[config.mk]
export PLATFORM = sky130hd
export DESIGN_NAME = flp_unit_arbiter
export DESIGN_NICKNAME = d
export VERILOG_FILES = /design/src/rtl/flp_unit_arbiter_pkg.sv /design/src/rtl/flp_unit_arbiter_tag_fifo.sv /design/src/rtl/flp_unit_arbiter.sv
export SDC_FILE = /design/constraint.sdc
export NUM_CORES = 1
export LEC_CHECK = 0
export CAP_MARGIN = 20
export CORE_AREA = 2 2 157 159
export CTS_CLUSTER_DIAMETER = 50
export DETAILED_ROUTE_END_ITERATION = 6
export DIE_AREA = 0 0 159 161
export GPL_ROUTABILITY_DRIVEN = 1
export GPL_TIMING_DRIVEN = 0
export MAX_ROUTING_LAYER = met4
export PLACE_DENSITY = 0.83
export SLEW_MARGIN = 20
export SYNTH_ARGS = -nofsm -noshare
export SYNTH_HDL_FRONTEND = slang
export SYNTH_SLANG_ARGS = --single-unit
[constraint.sdc]
create_clock -name clk -period 3.8 [get_ports clk]
set_input_delay 0.57 -clock clk [delete_from_list [all_inputs] [get_ports clk]]
set_output_delay 0.57 -clock clk [all_outputs]
set_load 0.05 [all_outputs]
[src/rtl/flp_unit_arbiter_pkg.sv]
// Shared constants and types for the floating-point core arbiter.
package flp_unit_arbiter_pkg;

    localparam int FLT_W       = 32;
    localparam int DEF_N_REQ   = 4;
    localparam int DEF_TAG_W   = 2;
    localparam int DEF_MAX_OUT = 8;

    localparam logic [FLT_W-1:0] FLT_ZERO = 32'h0000_0000;

    typedef struct packed {
        logic [FLT_W-1:0] a;
        logic [FLT_W-1:0] b;
    } operand_t;

endpackage

[src/rtl/flp_unit_arbiter_tag_fifo.sv]
// In-order tag queue: remembers which requester owns each result still inside the core.
module flp_tag_fifo
    import flp_unit_arbiter_pkg::*;
#(
    parameter  int WIDTH = DEF_TAG_W,
    parameter  int DEPTH = DEF_MAX_OUT,
    localparam int PTR_W = (DEPTH > 1) ? $clog2(DEPTH) : 1,
    localparam int CNT_W = $clog2(DEPTH + 1)
) (
    input  logic             clk,
    input  logic             rst,
    input  logic             push,
    input  logic [WIDTH-1:0] push_data,
    input  logic             pop,
    output logic [WIDTH-1:0] pop_data,
    output logic [CNT_W-1:0] count,
    output logic             full,
    output logic             empty
);

    logic [WIDTH-1:0] mem_q [DEPTH];
    logic [PTR_W-1:0] wr_ptr_q, rd_ptr_q;
    logic [CNT_W-1:0] count_q, count_d;
    logic             do_push, do_pop;

    assign full     = (count_q == CNT_W'(DEPTH));
    assign empty    = (count_q == '0);
    assign do_push  = push && !full;
    assign do_pop   = pop && !empty;
    assign pop_data = mem_q[rd_ptr_q];
    assign count    = count_q;

    always_comb begin
        count_d = count_q;
        case ({do_push, do_pop})
            2'b10:   count_d = count_q + 1'b1;
            2'b01:   count_d = count_q - 1'b1;
            default: count_d = count_q;
        endcase
    end

    // NOTE: storage has no reset; pointers and count alone define what is valid.
    always_ff @(posedge clk) begin
        if (do_push) mem_q[wr_ptr_q] <= push_data;
    end

    always_ff @(posedge clk) begin
        if (rst) begin
            wr_ptr_q <= '0;
            rd_ptr_q <= '0;
            count_q  <= '0;
        end else begin
            if (do_push) wr_ptr_q <= wr_ptr_q + 1'b1;
            if (do_pop)  rd_ptr_q <= rd_ptr_q + 1'b1;
            count_q <= count_d;
        end
    end

endmodule

[src/rtl/flp_unit_arbiter.sv]
// Round-robin sharing of one pipelined FP core; results are routed home via an in-order tag queue.
module flp_unit_arbiter
    import flp_unit_arbiter_pkg::*;
#(
    parameter int N_REQ   = DEF_N_REQ,
    parameter int TAG_W   = DEF_TAG_W,
    parameter int MAX_OUT = DEF_MAX_OUT
) (
    input  logic                   clk,
    input  logic                   rst,
    input  logic [N_REQ-1:0]       req_valid,
    input  logic [N_REQ*FLT_W-1:0] req_a,
    input  logic [N_REQ*FLT_W-1:0] req_b,
    output logic [N_REQ-1:0]       req_ready,
    output logic [N_REQ-1:0]       resp_valid,
    output logic [FLT_W-1:0]       resp_data,
    output logic [FLT_W-1:0]       fp_a,
    output logic [FLT_W-1:0]       fp_b,
    output logic                   fp_nd,
    input  logic                   fp_rfd,
    input  logic [FLT_W-1:0]       fp_result,
    input  logic                   fp_rdy,
    output logic                   busy,
    output logic                   err_orphan
);

    localparam int CNT_W = $clog2(MAX_OUT + 1);

    logic [TAG_W-1:0] ptr_q, ptr_d, grant_idx, tag_out;
    logic [N_REQ-1:0] valid_rot, resp_valid_q, resp_valid_d;
    logic [FLT_W-1:0] resp_data_q, resp_data_d;
    logic [CNT_W-1:0] in_flight;
    operand_t         opnd_q, opnd_d;
    logic             nd_q, err_q, err_d;
    logic             grant, pop, orphan, fifo_full, fifo_empty;

    // Rotate so bit 0 is the requester the pointer currently favours.
    assign valid_rot = N_REQ'({req_valid, req_valid} >> ptr_q);
    assign grant     = fp_rfd && !fifo_full && (|req_valid);
    assign pop       = fp_rdy && !fifo_empty;
    assign orphan    = fp_rdy && fifo_empty;

    always_comb begin
        int off;
        int sum;
        off = 0;
        for (int i = N_REQ - 1; i >= 0; i--) begin
            if (valid_rot[i]) off = i;
        end
        sum = int'(ptr_q) + off;
        if (sum >= N_REQ) sum = sum - N_REQ;
        grant_idx = TAG_W'(sum);
    end

    always_comb begin
        for (int k = 0; k < N_REQ; k++) begin
            req_ready[k] = grant && (grant_idx == TAG_W'(k));
        end
    end

    // NOTE: every next-state signal takes a default first, so no latch is inferred.
    always_comb begin
        ptr_d        = ptr_q;
        opnd_d       = opnd_q;
        resp_valid_d = '0;
        resp_data_d  = resp_data_q;
        err_d        = err_q | orphan;
        if (grant) begin
            ptr_d = (grant_idx == TAG_W'(N_REQ - 1)) ? '0 : grant_idx + 1'b1;
            for (int k = 0; k < N_REQ; k++) begin
                if (grant_idx == TAG_W'(k)) begin
                    opnd_d.a = req_a[k*FLT_W +: FLT_W];
                    opnd_d.b = req_b[k*FLT_W +: FLT_W];
                end
            end
        end
        if (pop) begin
            resp_data_d = fp_result;
            for (int k = 0; k < N_REQ; k++) begin
                resp_valid_d[k] = (tag_out == TAG_W'(k));
            end
        end
    end

    always_ff @(posedge clk) begin
        if (rst) begin
            ptr_q        <= '0;
            opnd_q       <= '0;
            nd_q         <= 1'b0;
            resp_valid_q <= '0;
            resp_data_q  <= FLT_ZERO;
            err_q        <= 1'b0;
        end else begin
            ptr_q        <= ptr_d;
            opnd_q       <= opnd_d;
            nd_q         <= grant;
            resp_valid_q <= resp_valid_d;
            resp_data_q  <= resp_data_d;
            err_q        <= err_d;
        end
    end

    flp_tag_fifo #(
        .WIDTH (TAG_W),
        .DEPTH (MAX_OUT)
    ) u_tag_fifo (
        .clk       (clk),
        .rst       (rst),
        .push      (grant),
        .push_data (grant_idx),
        .pop       (pop),
        .pop_data  (tag_out),
        .count     (in_flight),
        .full      (fifo_full),
        .empty     (fifo_empty)
    );

    assign fp_a       = opnd_q.a;
    assign fp_b       = opnd_q.b;
    assign fp_nd      = nd_q;
    assign resp_valid = resp_valid_q;
    assign resp_data  = resp_data_q;
    assign busy       = (in_flight != '0) || (resp_valid_q != '0);
    assign err_orphan = err_q;

endmodule

Word level (Yosys, flattened, before mapping)
Memory sizes are Yosys's and may differ from the RTL's. A register that Yosys moved wholly into a read port is not among the register bits.
Index checks and enable logic that the tools add are counted.
- register bits after elaboration: 114
- RAM bits: 16
- logic and storage cells: 69
- memories: 1
- input port bits: 296
- memory list (name ; words ; bits a word ; read ports ; clocked after memory_dff ; wr ports ; RTL line ; text):
    u_tag_fifo.mem_q ; 8 ; 2 ; 1 ; 1 ; 1 ; flp_unit_arbiter_tag_fifo.sv:21 ; logic [WIDTH-1:0] mem_q [DEPTH];
- muxes and demuxes: 15
- shift-type cells: 1
- reduce and logical (&&, ||, !) cells: 23
- add/sub/neg operators: 7
- equality and inequality tests: 9
- magnitude comparators: 1
- bitwise operators: 2
- operator list (operator ; count):
    $mux W64 ; 4
    $mux W32 ; 3
    $add A3 B32 Y32 ; 1
    $ge A32 B4 Y1 const B ; 1
    $reduce_bool A4 Y1 ; 3
    $eq A2 B2 Y1 const B ; 5
    $logic_and A1 B1 Y1 ; 10
    $pmux W4 S2 ; 1
    $shr A8 B2 Y4 ; 1
    $add A3 B1 Y3 const B ; 2
    $eq A2 B1 Y1 const B ; 3
    $mux W2 ; 3
    $mux W3 ; 2
    $add A4 B1 Y4 const B ; 1
    $eq A4 B4 Y1 const B ; 1
    $logic_not A2 Y1 ; 2
    $logic_not A4 Y1 ; 1
    $reduce_or A4 Y1 ; 1
    $sub A4 B1 Y4 const B ; 1
    $add A2 B1 Y2 const B ; 1
    $logic_not A1 Y1 ; 2
    $mux W1 ; 2
    $reduce_and A2 Y1 ; 1
    $reduce_bool A2 Y1 ; 1
    5 further kinds ; 5

Longest topological paths before layout
- word-level depth: 13
- mapped depth: 19
- mapped depth without buffers: 14

Hierarchy
From an unflattened synthesis, not the netlist that was laid out.
- cells, all modules: 946
- area total of the unflattened synthesis: 7861.3 µm²
- by module, submodules not included (module ; times used ; cells an instance ; area each (µm²) ; sequential area each (µm²)):
    flp_unit_arbiter ; 1 ; 850 ; 6592.6 ; 2082.0
    flp_tag_fifo ; 1 ; 96 ; 1268.7 ; 740.7

Worst setup path before layout
No wires, ideal clock.
- path kind: input -> output
- start: input port req_valid[0]
- end: output port req_ready[2]
- path buffers: 5
- path slack: -515 ps
- arrival time: 3745 ps
- cell stages on the path: 16
- cells stage by stage: clkbuf_2 nor2_1 a221oi_1 a31oi_1 a211o_1 ha_1 xor2_1 o21ai_1 buf_2 buf_2 nand2_1 inv_1 ha_1 clkbuf_1 clkbuf_1 and2_1
- word-level cells in the longest chain between the ends: 10
- ends and longest elaborated chain (what ; RTL line ; text):
    start: declaration ; flp_unit_arbiter.sv:11 ; input logic [N_REQ-1:0] req_valid,
    $shr A8 B2 Y4 * ; flp_unit_arbiter.sv:38 ; assign valid_rot = N_REQ'({req_valid, req_valid} >> ptr_q);
    $mux W2 ; flp_unit_arbiter.sv:48 ; if (valid_rot[i]) off = i;
    $mux W32 (2 in a row) ; flp_unit_arbiter.sv:48 ;
    $mux W32 * ; flp_unit_arbiter.sv:48 ;
    $add A3 B32 Y32 * ; flp_unit_arbiter.sv:50 ; sum = int'(ptr_q) + off;
    $ge A32 B4 Y1 / $sub A2 B1 Y2 (equally long branches) ; flp_unit_arbiter.sv:51 ; if (sum >= N_REQ) sum = sum - N_REQ;
    $mux W2 * ; flp_unit_arbiter.sv:51 ;
    net grant_idx[1] ; flp_unit_arbiter.sv:29 ; logic [TAG_W-1:0] ptr_q, ptr_d, grant_idx, tag_out;
    $eq A2 B2 Y1 * ; flp_unit_arbiter.sv:57 ; req_ready[k] = grant && (grant_idx == TAG_W'(k));
    $logic_and A1 B1 Y1 * ; flp_unit_arbiter.sv:57 ;
    end: declaration ; flp_unit_arbiter.sv:14 ; output logic [N_REQ-1:0] req_ready,
The timed path passes the listed nets; every way through them passes the cells marked *.

Final worst setup path
- start: input port req_valid[2]
- end: output port req_ready[2]
The elaborated chain is that of the path after synthesis.

==> flow_summary.ini <==
[outcome]
status = complete, no violations

[layout]
fin_nets = 1719
utilization_pct = 57.0
design_area_um2 = 13700
area_delta_synth_final_pct = 66.9
layout-drive-gt1-share_pct = 13.6
antenna_cells = 0

[global_route]
grt_max_degree = 20
grt_pass1_vias = 9641
grt_use_met3_pct = 6.14
busiest_layer = met2
grt_pass1_wl_mm = 54.3
track_usage_pct = 28.2
grt_util_met1_pct = 34.1
globalRouteOverflowTotal = 0
antenna_found_initial = 0
grtUsageMet2_pct = 45.2

[die]
core_area_um2 = 24000
die_w_um = 159
die_y_um = 161
design.die.area_um2 = 25600
num_rows = 57
initial_core_util_pct = 34.1
io_pins = 403

[synthesis]
seq_area_frac_synth_pct = 34.5
yosysUniqueCellTypes = 48
yosysTopAreaCell = dfxtp_1
yosys_warnings = 0
avgSynthCellArea_um2 = 8.35
synth_edf_count = 16
synthTopCellsByArea = dfxtp_1 29%, a221oi_2 11%, a221oi_1 7.3%
synth_common_cells = 130 x inv_1, 117 x dfxtp_1, 88 x nor2_1, 82 x nand2_1, 77 x clkbuf_1
async_flop_share_pct = 0
syn_area_um2 = 8180
synth.ff_latch_count = 133
synth_cells = 980
synthFlopType = dfxtp_1
synth.most_common_cell = inv_1
yosysTopAreaCellShare_pct = 28.6
syn_nets = 1286

[sta]
max_freq_ghz = 0.270
skew_ps = 11.8
setup_viol = 0
timing.final.crit_share_pct = 97.5
relSlewSlack_pct = 46.9
hold_viol = 0
period_minus_slack_ps = 3700
drv_slew = 0
worst_pin_slew_ps = 797

[pwr]
power_density_nw_per_um2 = 989
irDropWorstVdd_v = 0.000627
comb_power_share_pct = 72.0
clockPowerShare_pct = 12.4
p_sw_share_pct = 50.2
power_frac_seq_pct = 15.6
power.internal_mw = 6.72
p_leak_nw = 5.41
net-switching-power_mw = 6.78

[critical_path]
worstPathMaxFanout = 7
r2r_setup_slack_ps = 130
start_kind = input pin
critPathCaptureType = primary output
setup.worst_path.class = in -> out
r2r_start = ptr_q[0]
critPathRequiredTime_ps = 3230
arrival_ps = 3130
r2r-end = fp_b[8]
rr_worst_depth = 18

[route]
wl_mm = 36.3
num_vias = 9639
final_antenna_net_count = 0
vias_per_cell = 5.51
wl_per_cell_um = 20.7
drc_errors = 0
first_iter_violations = 713
dr.pass1.iters = 5

[clocking]
cts_root_buffer = clkbuf_16
cts_sinks = 133
clkSlewWorstSetupHoldPaths_ps = 60
cts_buffer_depth = 2
cts_buffers = 17
tritoncts = done
insertion_delay_ps = 420
cts_hold_buffers = 0
h-tree-depth = 4

[flow_run]
max_cap_violations = 0

[hold_path]
hold-path-endpoint = resp_data[16]
min_path_type = reg -> reg
whs_path_depth = 2
min-delay-start = resp_data[16]

[placement]
dpl_cell_area_um2 = 12600
gp_congestion = 0.963
post-dp-hpwl_mm = 27.8
numPortBuffers = 400
==> cells in the final DEF, fill, tap and decap left out, drive strengths merged, types with 6 or more instances in the layout <==
master         count
clkdlybuf4s50    393
inv              136
a221oi           128
dfxtp            117
clkbuf            99
nor2              88
nand2             82
nand3             66
a41oi             64
a21o              63
buf               50
a21oi             40
edfxtp            16
ha                10
xor2               6
==> sequential cells by signal, indices dropped and copies added, names as in the netlist, 2 cells and up, named ones only <==
register / count
u_tag_fifo.count: 4
fp_b: 32
resp_valid: 4
u_tag_fifo.mem_q: 16
u_tag_fifo.wr_ptr_q: 3
resp_data: 32
ptr_q: 2
u_tag_fifo.rd_ptr_q: 3
fp_a: 32
==> area by class of cell <==
type / count / area [µm²]
Multi-Input combinational cell: 605 / 4560
Clock buffer: 19 / 443
Buffer: 107 / 633
Timing Repair Buffer: 418 / 4150
Fill cell: 2146 / 10300
Inverter: 131 / 494
Sequential cell: 133 / 2830
Tap cell: 324 / 405
Clock inverter: 13 / 145
==> power by group through the flow <==
stage / combinational [mW] / sequential [mW] / clock [mW]
final: 9.71 / 2.11 / 1.68
after CTS: 9.47 / 2.10 / 1.70
after detailed placement: 8.97 / 2.10 / 0
after global routing: 10.4 / 2.15 / 1.76
after floorplan: 5.25 / 3.10 / 0
after global placement: 8.86 / 2.08 / 0
==> worst max-delay path by stage <==
stage | slack (ps) | end | depth (start not counted) | from
after floorplan | -60 | req_ready[2] | 16 | req_valid[0]
after global placement | -1980 | req_ready[2] | 17 | req_valid[1]
after detailed placement | -2040 | req_ready[2] | 17 | req_valid[1]
after CTS | -60 | req_ready[0] | 16 | ptr_q[0]
after global routing | -9 | req_ready[2] | 15 | ptr_q[0]
final | 100 | req_ready[2] | 15 | req_valid[2]
==> critical path: stages <==
cell and delay [ps]:
dlygate4sd2_1 320, a221oi_2 250, a31oi_1 70, a211o_1 340, ha_4 220, xnor2_4 200, nand3_2 140, buf_12 170
nand2_8 80, inv_4 40, ha_4 160, clkbuf_16 140, clkbuf_16 130, and2_4 130, buf_8 140
==> routing by layer <==
| layer | share of wire [%] | up-vias |
|---|---|---|
| met5 | 0 | - |
| met4 | 4.5 | 0 |
| met3 | 6.8 | 92 |
| met2 | 47 | 468 |
| met1 | 42 | 4631 |
| li1 | - | 4448 |
==> through the flow <==
stage	power [mW]	hold WS (ps)	instances	worst slack, ps	TNS, ps
final	13.5	453	1750	95.8	0
after detailed placement	11.1	447	1704	-2040	-95970
after global routing	14.3	470	1750	-9.34	-10.6
after floorplan	8.35	454	980	-56.4	-56.4
after CTS	13.3	454	1746	-60.4	-123
after global placement	10.9	441	1704	-1980	-91940
==> cell families after synthesis <==
kind of cell             count (synthesis)  synth area share (%)
buffers and inverters                  242                  12.1
flip-flops                             133                  34.5
AO/OA/AOI/OAI                          309                  34.8
adder cells (fa/ha/maj)                 10                  1.53
XOR/XNOR                                10                  1.07
AND/OR/NAND/NOR                        267                  14.3
multiplexers                             9                  1.73
==> timing repair <==
item                                    4_1_cts  5_1_grt
gates resized for setup                      83       23
endpoints found under the setup margin       68       64
hold endpoints to repair                      0        0
cloned                                        0        0
buffers inserted                             12        6
pin swaps                                     3        5
Note: power is estimated with default switching activity, not from simulation.
